--- src/rtl/a2_bridge_pkg.sv ---
// Shared constants and state encoding for the
// Apple II bridge port scheduler.
package a2_bridge_pkg;

  localparam logic [2:0] BRIDGE_SEL_CTRL    = 3'd0;
  localparam logic [2:0] BRIDGE_SEL_DATA    = 3'd1;
  localparam logic [2:0] BRIDGE_SEL_ADDR_LO = 3'd2;
  localparam logic [2:0] BRIDGE_SEL_ADDR_HI = 3'd3;
  localparam logic [2:0] BRIDGE_SEL_M2      = 3'd4;
  localparam logic [2:0] BRIDGE_SEL_DIP     = 3'd5;

  typedef enum logic [2:0] {
    IDLE,
    RD_SETUP,
    RD_SAMPLE,
    WR_SETUP,
    WR_STROBE,
    WR_RELEASE
  } state_e;

endpackage

--- src/rtl/a2_bridge_rr_pick.sv ---
// Requester 0 strict priority, others round-robin
// from the pointer, wrapping within 1..NUM_REQ-1.
module a2_bridge_rr_pick #(
  parameter int NUM_REQ = 4
) (
  input  logic [NUM_REQ-1:0]         valid,
  input  logic [$clog2(NUM_REQ)-1:0] ptr,
  output logic [NUM_REQ-1:0]         grant
);

  logic found;
  int   idx;

  // one-hot grant, first hit wins
  always_comb begin
    grant = '0;
    found = 1'b0;
    idx   = 0;
    if (valid[0]) begin
      grant[0] = 1'b1;
    end else begin
      for (int i = 0; i < NUM_REQ - 1; i++) begin
        idx = int'(ptr) + i;
        if (idx >= NUM_REQ) idx = idx - (NUM_REQ - 1);
        if (!found && valid[idx]) begin
          grant[idx] = 1'b1;
          found      = 1'b1;
        end
      end
    end
  end

endmodule

--- src/rtl/a2_bridge_scheduler.sv ---
// Arbitrates the multiplexed bridge port and runs
// fixed read/write sequences; samples sel 0 when idle.
module a2_bridge_scheduler
  import a2_bridge_pkg::*;
#(
  parameter int NUM_REQ            = 4,
  parameter int READ_SETUP_CYCLES  = 1,
  parameter int WRITE_PULSE_CYCLES = 1
) (
  input  logic                 clk_logic,
  input  logic                 reset,
  input  logic [NUM_REQ-1:0]   req_valid_i,
  input  logic [NUM_REQ-1:0]   req_write_i,
  input  logic [3*NUM_REQ-1:0] req_sel_i,
  input  logic [8*NUM_REQ-1:0] req_wdata_i,
  output logic [NUM_REQ-1:0]   req_ready_o,
  output logic [NUM_REQ-1:0]   rsp_valid_o,
  output logic [7:0]           rsp_rdata_o,
  output logic [7:0]           control_in_o,
  output logic                 control_strobe_o,
  output logic                 busy_o,
  output logic [2:0]           a2_bridge_sel_o,
  output logic                 a2_bridge_rd_n_o,
  output logic                 a2_bridge_wr_n_o,
  output logic [7:0]           a2_bridge_d_o,
  output logic                 a2_bridge_d_oe_o,
  input  logic [7:0]           a2_bridge_d_i
);

  localparam int PW = $clog2(NUM_REQ);

  state_e        state_q, state_d;
  logic [2:0]    cnt_q, cnt_d;
  logic [PW-1:0] ptr_q, ptr_d;
  logic [PW-1:0] gidx, gidx_q;
  logic [NUM_REQ-1:0] grant;
  logic [2:0]    sel_lat_q, op_sel, cur_sel;
  logic [7:0]    wdata_q, op_wdata, cur_wdata;
  logic          cur_wr, cur_idle, prev_idle_q;
  logic [2:0]    sel_d;
  logic          rd_n_d, wr_n_d, oe_d;
  logic [7:0]    d_o_d;

  a2_bridge_rr_pick #(.NUM_REQ(NUM_REQ)) u_pick (
    .valid (req_valid_i),
    .ptr   (ptr_q),
    .grant (grant)
  );

  // grant index and the granted request's fields
  always_comb begin
    gidx = '0;
    for (int i = 0; i < NUM_REQ; i++)
      if (grant[i]) gidx = PW'(i);
  end

  assign cur_sel   = req_sel_i[int'(gidx)*3 +: 3];
  assign cur_wdata = req_wdata_i[int'(gidx)*8 +: 8];
  assign cur_wr    = req_write_i[gidx];

  assign req_ready_o =
    (state_q == IDLE && !reset) ? grant : '0;
  assign busy_o = (state_q != IDLE);

  // port has been idle-driving (sel 0, rd_n low)
  assign cur_idle = (state_q == IDLE) &&
                    (a2_bridge_sel_o == BRIDGE_SEL_CTRL) &&
                    !a2_bridge_rd_n_o;

  // next state, phase counter and RR pointer
  always_comb begin
    state_d = state_q;
    cnt_d   = cnt_q;
    ptr_d   = ptr_q;
    unique case (state_q)
      IDLE: begin
        if (|grant) begin
          state_d = cur_wr ? WR_SETUP : RD_SETUP;
          cnt_d   = 3'(READ_SETUP_CYCLES - 1);
          if (gidx != '0)
            ptr_d = (gidx == PW'(NUM_REQ - 1)) ?
                    PW'(1) : gidx + PW'(1);
        end
      end
      RD_SETUP: begin
        if (cnt_q == 3'd0) state_d = RD_SAMPLE;
        else cnt_d = cnt_q - 3'd1;
      end
      RD_SAMPLE: state_d = IDLE;
      WR_SETUP: begin
        state_d = WR_STROBE;
        cnt_d   = 3'(WRITE_PULSE_CYCLES - 1);
      end
      WR_STROBE: begin
        if (cnt_q == 3'd0) state_d = WR_RELEASE;
        else cnt_d = cnt_q - 3'd1;
      end
      WR_RELEASE: state_d = IDLE;
      default: state_d = IDLE;
    endcase
  end

  // bridge pin values for the state being entered
  always_comb begin
    op_sel   = (state_q == IDLE) ? cur_sel : sel_lat_q;
    op_wdata = (state_q == IDLE) ? cur_wdata : wdata_q;
    sel_d    = BRIDGE_SEL_CTRL;
    rd_n_d   = 1'b1;
    wr_n_d   = 1'b1;
    oe_d     = 1'b0;
    d_o_d    = a2_bridge_d_o;
    unique case (state_d)
      IDLE: rd_n_d = 1'b0;
      RD_SETUP: begin
        sel_d  = op_sel;
        rd_n_d = 1'b0;
      end
      WR_SETUP: begin
        sel_d = op_sel;
        d_o_d = op_wdata;
        oe_d  = 1'b1;
      end
      WR_STROBE: begin
        sel_d  = op_sel;
        d_o_d  = op_wdata;
        oe_d   = 1'b1;
        wr_n_d = 1'b0;
      end
      default: ;
    endcase
  end

  // state, latched request, registered pins, responses
  always_ff @(posedge clk_logic) begin
    if (reset) begin
      state_q          <= IDLE;
      cnt_q            <= '0;
      ptr_q            <= PW'(1);
      gidx_q           <= '0;
      sel_lat_q        <= '0;
      wdata_q          <= '0;
      a2_bridge_sel_o  <= BRIDGE_SEL_CTRL;
      a2_bridge_rd_n_o <= 1'b1;
      a2_bridge_wr_n_o <= 1'b1;
      a2_bridge_d_o    <= '0;
      a2_bridge_d_oe_o <= 1'b0;
      rsp_valid_o      <= '0;
      rsp_rdata_o      <= '0;
      control_in_o     <= 8'hFF;
      control_strobe_o <= 1'b0;
      prev_idle_q      <= 1'b0;
    end else begin
      state_q          <= state_d;
      cnt_q            <= cnt_d;
      ptr_q            <= ptr_d;
      a2_bridge_sel_o  <= sel_d;
      a2_bridge_rd_n_o <= rd_n_d;
      a2_bridge_wr_n_o <= wr_n_d;
      a2_bridge_d_o    <= d_o_d;
      a2_bridge_d_oe_o <= oe_d;
      if (state_q == IDLE && |grant) begin
        gidx_q    <= gidx;
        sel_lat_q <= cur_sel;
        wdata_q   <= cur_wdata;
      end
      if (state_q == RD_SETUP && state_d == RD_SAMPLE)
        rsp_rdata_o <= a2_bridge_d_i;
      rsp_valid_o <= '0;
      if (state_q == RD_SAMPLE || state_q == WR_RELEASE)
        rsp_valid_o <= NUM_REQ'(1) << gidx_q;
      prev_idle_q      <= cur_idle;
      control_strobe_o <= cur_idle && prev_idle_q;
      if (cur_idle && prev_idle_q)
        control_in_o <= a2_bridge_d_i;
    end
  end

endmodule
--- config.mk ---
export PLATFORM = sky130hd
export DESIGN_NAME = a2_bridge_scheduler
export DESIGN_NICKNAME = d
export VERILOG_FILES = /design/src/rtl/a2_bridge_pkg.sv /design/src/rtl/a2_bridge_rr_pick.sv /design/src/rtl/a2_bridge_scheduler.sv
export SDC_FILE = /design/constraint.sdc
export NUM_CORES = 1
export LEC_CHECK = 0
export BUFFER_PORTS_ARGS = -buffer_cell sky130_fd_sc_hd__buf_2
export CAP_MARGIN = 20
export CORE_MARGIN = 3
export CORE_UTILIZATION = 35
export CTS_BUF_LIST = sky130_fd_sc_hd__clkbuf_16
export DETAILED_ROUTE_END_ITERATION = 10
export GPL_TIMING_DRIVEN = 0
export MAX_ROUTING_LAYER = met4
export SLEW_MARGIN = 20
export SYNTH_ARGS = -nofsm -noshare
export SYNTH_HDL_FRONTEND = slang
export SYNTH_SLANG_ARGS = --single-unit
--- constraint.sdc ---
create_clock -name clk_logic -period 2.9 [get_ports clk_logic]
set_input_delay 0.145 -clock clk_logic [delete_from_list [all_inputs] [get_ports clk_logic]]
set_output_delay 0.145 -clock clk_logic [all_outputs]
set_load 0.01 [all_outputs]
==> flow_summary.toml, run 1 <==
[die]
io_pins = 102
dieArea_mm2 = 0.0104
die_y_um = 102
initial_core_util_pct = 36.4
num_rows = 34
die_x_um = 102
core_mm2 = 0.00881

[grt]
grt_pass1_wl_um = 14600
grt.total_usage_pct = 18.5
grt_pass1_vias = 2998
grt_remaining_overflow = 0
antenna_found_initial = 0
grt_max_degree = 12

[layout]
fill_cells = 831
area_growth_syn_to_layout_pct = 42.2
nets = 585
final_cells = 626
drive_above_1_share_pct = 36.7
antenna_cells = 0
final_core_utilization_pct = 51.8

[timing]
setup_viol = 0
rsz0062_at_grt = "true"
max_slew.worst_pin.slew_ps = 693
worst_clock_skew_ps = 7.73
period_share_pct = 97.7
worst_slack_ps = 68.1
slew_violations = 0
fmax_mhz = 353
whs_ps = 46.7
setup_tns_ps = 0
hold_violations = 0
relSlewSlack_pct = 53.8
fin_crit_ps = 2830

[clock_network]
htreeDepth = 3
numCtsBuffers = 9
clock-sinks = 57
clkTransAtPathRegs_ps = 50
root_buffer = "clkbuf_16"
cts_tree = "done"
clk_latency_ps = 320
clockBufferDepth = 2

[placed_design]
portBuffers = 99
dpl_worst_slack_ps = -483
gp_congestion = 0.869
post-dp-hpwl_um = 7110
placed_cells = 599

[detailed_routing]
ant_nets = 0
drt_iter0_markers = 180
vias = 3390
viasPerCell = 5.42
wl_um = 10100
drc_errors = 0
wl_per_cell_um = 16.1
first_pass_iters = 4

[logic_synthesis]
syn-cell-area_mm2 = 0.00321
synth_largest_area_cell = "dfxtp_1"
synth.most_common_cell = "dfxtp_1"
async_reset_ff_share_pct = 0
syn-num-nets = 462
synth.area.top_cells = "dfxtp_1 (36%), nand3_1 (4.5%), nand2_1 (4.3%)"
ys_types = 56
netlist_top_cells_count = "dfxtp_1 (57), nand2_1 (37), nand3_1 (29), inv_1 (26), nor2_1 (24)"
synth_top_flop_cell = "dfxtp_1"
ys_seq_area_share_pct = 35.6
ys_ff_latch = 57
yosysWarnings = 0
synthDominantCellAreaShare_pct = 35.6
synth_cells = 392
synth_edf_count = 0
syn_avg_cell_area_um2 = 8.19

[pwr]
p_int_uw = 3160
power_frac_comb_pct = 59.3
vdd_ir_drop_max_v = 0.000398
clkPwrFrac_pct = 19.6
p_sw_share_pct = 42.1
pwr-share-seq_pct = 21.1
power_density_mw_per_mm2 = 1200
switching_power_uw = 2300
p_leak_uw = 0.00201

[setup_path]
cp-start-kind = "register"
critPathKind = "register to register"
cp.required_ps = 3140
r2r_cells = 11
critPathMaxFanout = 6
end_kind = "register"
worstPathArrival_ps = 3080

[outcome]
outcome = "completed"

[worst_hold_path]
min_path_type = "input pin to register"
hold_depth = 3

[flow_run]
max_cap_violations = 0
[routing by layer]
| layer | GRT usage [%] | vias to the layer above | routed length, µm |
|---|---|---|---|
| li1 | - | 1653 | - |
| met1 | 22.6 | 1629 | 4280 |
| met2 | 30.1 | 92 | 5040 |
| met3 | 4.20 | 16 | 543 |
| met4 | 6.44 | 0 | 203 |
| met5 | - | - | 0 |
[worst max-delay path, stage by stage (launching register included)]
cell and delay, ps:
dfxtp_4 390, mux4_2 600, buf_6 170, o31a_1 320
buf_4 160, mux2i_2 140, a221oi_2 320, nand2_1 130
buf_6 160, buf_6 120, buf_4 140, a21oi_2 100
[final cells by class]
class                           instances  area, µm²  share of cell area [%]
Timing Repair Buffer                  112        619                    13.6
Multi-Input combinational cell        278       2050                    45.0
Inverter                               28        108                    2.36
Buffer                                 29        203                    4.44
Clock buffer                            9        225                    4.94
Sequential cell                        57       1150                    25.2
Clock inverter                          5       72.6                    1.59
Tap cell                              108        135                    2.96
[per-stage QoR]
step | total power, µW | instance area [µm²]
after global routing | 5800 | 4560
after detailed placement | 3650 | 3850
final | 5460 | 4560
after CTS | 4920 | 4260
after floorplan | 2950 | 3220
after global placement | 3610 | 3850
[sequential cells by signal, indices dropped and copies added (netlist names), 2 cells and up]
register,cells
a2_bridge_d_o,8
control_in_o,8
rsp_rdata_o,8
wdata_q,8
rsp_valid_o,4
a2_bridge_sel_o,3
cnt_q,3
sel_lat_q,3
state_q,3
gidx_q,2
ptr_q,2
[path summary, 6_finish.rpt]
kind / startpoint / endpoint / slack [ps]
max: ptr_q[0] / state_q[1] / 70
min: a2_bridge_d_i[1] / control_in_o[1] / 50
max reg2reg: ptr_q[0] / state_q[1] / 70
min reg2reg: wdata_q[2] / wdata_q[2] / 450
[power groups by stage]
stage	Clock, µW	Sequential, µW	Combinational [µW]
finish	1070	1150	3240
global placement	0	1150	2470
CTS	1080	1140	2690
detailed placement	0	1150	2500
floorplan	0	1180	1760
global route	1120	1180	3500
[repair_timing]
action                                  4_1_cts  5_1_grt
gates resized for setup                      24       44
pin swaps                                     5       16
endpoints found under the hold margin         0        0
cloned                                        0        1
endpoints found under the setup margin       29       23
hold buffers                                  0        0
buffers inserted                              3        9
[kinds of logic after synthesis]
| kind of cell | share of synthesized area (%) |
|---|---|
| adder cells (fa/ha/maj) | 3.12 |
| flip-flops | 35.6 |
| AO/OA/AOI/OAI | 21.2 |
| AND/OR/NAND/NOR | 27.3 |
| multiplexers | 4.87 |
| buffers and inverters | 7.99 |
[placed cells by master, fill, tap and decap left out, types with 3 or more instances in the layout]
cell type    n
mux2i_1      9
a311oi_4     6
nand3_1     29
ha_2         3
buf_6        9
and2_1       9
nand2_1     37
clkbuf_1    14
a221oi_1     6
o211ai_1     7
buf_4       11
clkbuf_16    9
buf_2      103
nand2b_1     5
a21oi_1     19
nor2b_1     10
and3_1       4
inv_1       24
nand3b_1    11
a21oi_2      4
a31oi_1     11
ha_1         4
a221oi_2     3
inv_2        3
nor2_1      23
o21ai_0      4
a31oi_2      3
dfxtp_1     55
nor3_1      22
Note: power is estimated with default switching activity, not from simulation.
==> run 2: changes to the inputs <==
--- a/config.mk
+++ b/config.mk
@@ -8,5 +8,7 @@
 export BUFFER_PORTS_ARGS = -buffer_cell sky130_fd_sc_hd__buf_2
-export CAP_MARGIN = 20
+export CAP_MARGIN = 10
+export CELL_PAD_IN_SITES_DETAIL_PLACEMENT = 0
+export CELL_PAD_IN_SITES_GLOBAL_PLACEMENT = 2
 export CORE_MARGIN = 3
-export CORE_UTILIZATION = 35
+export CORE_UTILIZATION = 26
 export CTS_BUF_LIST = sky130_fd_sc_hd__clkbuf_16
@@ -15,2 +17,3 @@
 export MAX_ROUTING_LAYER = met4
+export PLACE_DENSITY_LB_ADDON = 0.1
 export SLEW_MARGIN = 20
==> constraint.sdc (replaced) <==
create_clock -name clk_logic -period 2.9 [get_ports clk_logic]
set_input_delay 0.58 -clock clk_logic [delete_from_list [all_inputs] [get_ports clk_logic]]
set_output_delay 0.58 -clock clk_logic [all_outputs]
set_load 0.01 [all_outputs]
==> run 2 against run 1 <==
Against the previous run: critical path depth is 2 lower; clock skew is 1.7 ps lower; utilization is 12 points lower; die area is 32% higher; largest power group unchanged; combinational power hardly changed; first-iteration DRC count is 17% higher; sequential cell count stayed put; critical path type unchanged; global-route usage is 1.4 points lower.
==> flow_summary.toml, run 2 (synthesis gave the netlist of run 1 again) <==
[layout]
final_core_utilization_pct = 39.5
area_growth_syn_to_layout_pct = 44.7
final_cell_mix = "buf_2 (101), dfxtp_1 (55), nand2_1 (36)"
final_common_cell = "buf_2"
nets = 584
final_cells = 682
register_area_mm2 = 0.00115
antenna_cells = 0
fill_cells = 1251
multi_input_area_mm2 = 0.00209
drive_above_1_share_pct = 37.1

[clock_network]
clockBufferDepth = 2
root_buffer = "clkbuf_16"
clkTransAtPathRegs_ps = 50
numCtsBuffers = 9
postCtsHoldBufs = 0
clock-sinks = 57
cts_tree = "done"
clk_latency_ps = 320
htreeDepth = 3

[setup_path]
max_stage_delay_ps = 590
worstPathArrival_ps = 3120
critPathMaxFanout = 11
critPathKind = "register to register"
path_cells = "mux4_2, buf_6, or3_4, o21a_4, inv_2, buf_6, ha_1, or3_1, a21oi_1"
r2r_slack_ps = 20
cp_slowest_cell = "mux4_2"
cpMostUsedCell = "buf_6"
cp-endpoint = "ptr_q[1]"
r2r-end = "ptr_q[1]"
r2r_cells = 9
rr_startpoint = "ptr_q[0]"
cp.required_ps = 3130
end_kind = "register"
cp-start-kind = "register"
crit_start = "ptr_q[0]"

[timing]
fin_crit_ps = 2880
relSlewSlack_pct = 52.6
whs_ps = 446
max_slew.worst_pin.slew_ps = 710
slew_violations = 0
rsz0062_at_grt = "true"
fmax_mhz = 347
setup_viol = 0
setup_tns_ps = 0
period_share_pct = 99.4
hold_violations = 0
worst_clock_skew_ps = 6.01

[worst_hold_path]
min_path_type = "register to register"
hp-start = "wdata_q[2]"

[grt]
grt_remaining_overflow = 0
grt_pass1_wl_um = 17400
grt.total_usage_pct = 17.2
grt_max_degree = 12
grt_pass1_vias = 3230
antenna_found_initial = 0

[placed_design]
placed_cells = 655
portBuffers = 99
post-dp-hpwl_um = 8200
gp_congestion = 0.782

[pwr]
p_int_uw = 3100
clkPwrFrac_pct = 19.6
pwr-share-seq_pct = 21.1
power_density_mw_per_mm2 = 1180
switching_power_uw = 2370
power_frac_comb_pct = 59.3
vdd_ir_drop_max_v = 0.000444
p_sw_share_pct = 43.3
p_leak_uw = 0.00199

[detailed_routing]
vias = 3267
drt_iter0_markers = 211
ant_nets = 0
wl_um = 11100
first_pass_iters = 5
wl_per_cell_um = 16.2
viasPerCell = 4.79
drc_errors = 0

[die]
io_pins = 102
core_mm2 = 0.0118
num_rows = 39
die_x_um = 117
initial_core_util_pct = 27.3
die_y_um = 117
dieArea_mm2 = 0.0137

[flow_run]
max_cap_violations = 0

[outcome]
outcome = "completed"
## run 2: layout make-up
type	count	area share, %
multi-input cells	278	45.0
flip-flops and latches	57	24.7
repair buffers	112	12.8
clock buffers	9	4.85
well taps	164	4.42
plain buffers	28	4.23
inverters	28	2.37
clock inverters	6	1.62
## run 2: worst min path at each step
stage                 end  slack (ps)  cells after the start
2_1_floorplan  wdata_q[0]         430                      2
3_3_place_gp   wdata_q[5]         430                      2
3_5_place_dp   wdata_q[3]         440                      2
4_1_cts        wdata_q[2]         450                      2
5_1_grt        wdata_q[4]         460                      2
6_report       wdata_q[2]         450                      2
## run 2: critical path, delay by kind of cell, from the launching register on
family	cells	cell delay, ps
DFF	1	390
AOI/OAI and AO/OA	2	370
muxes	1	590
buffers and inverters	3	420
and+or+nand+nor	2	790
adders and majority gates	1	240
## run 2: through the flow
step / area, µm² / power, µW / setup WS, ps
after floorplan: 3220 / 2960 / -33.5
after global placement: 3930 / 3770 / -462
after detailed placement: 3930 / 3790 / -469
after CTS: 4450 / 5210 / -16.0
after global routing: 4640 / 5890 / -84.1
final: 4640 / 5470 / 17.2
## run 2: timing repair
action / 4_1_cts / 5_1_grt
gates cloned: 1 / 0
buffers inserted: 11 / 1
endpoints found under the setup margin: 37 / 23
gates resized for setup: 34 / 36
pin swaps: 8 / 8
## run 2: power by group through the flow
stage	Sequential [µW]	Combinational [µW]	Clock (µW)
after global placement	1150	2620	0
after CTS	1150	2960	1100
after global routing	1190	3560	1140
after floorplan	1180	1780	0
after detailed placement	1160	2630	0
final	1150	3250	1070
## run 2: per-layer routing
layer	GRT usage, %	up-vias	routed length, µm
li1	-	1659	-
met1	24.1	1542	5520
met2	25.4	64	5030
met3	4.06	2	467
met4	3.21	0	40
met5	-	-	0
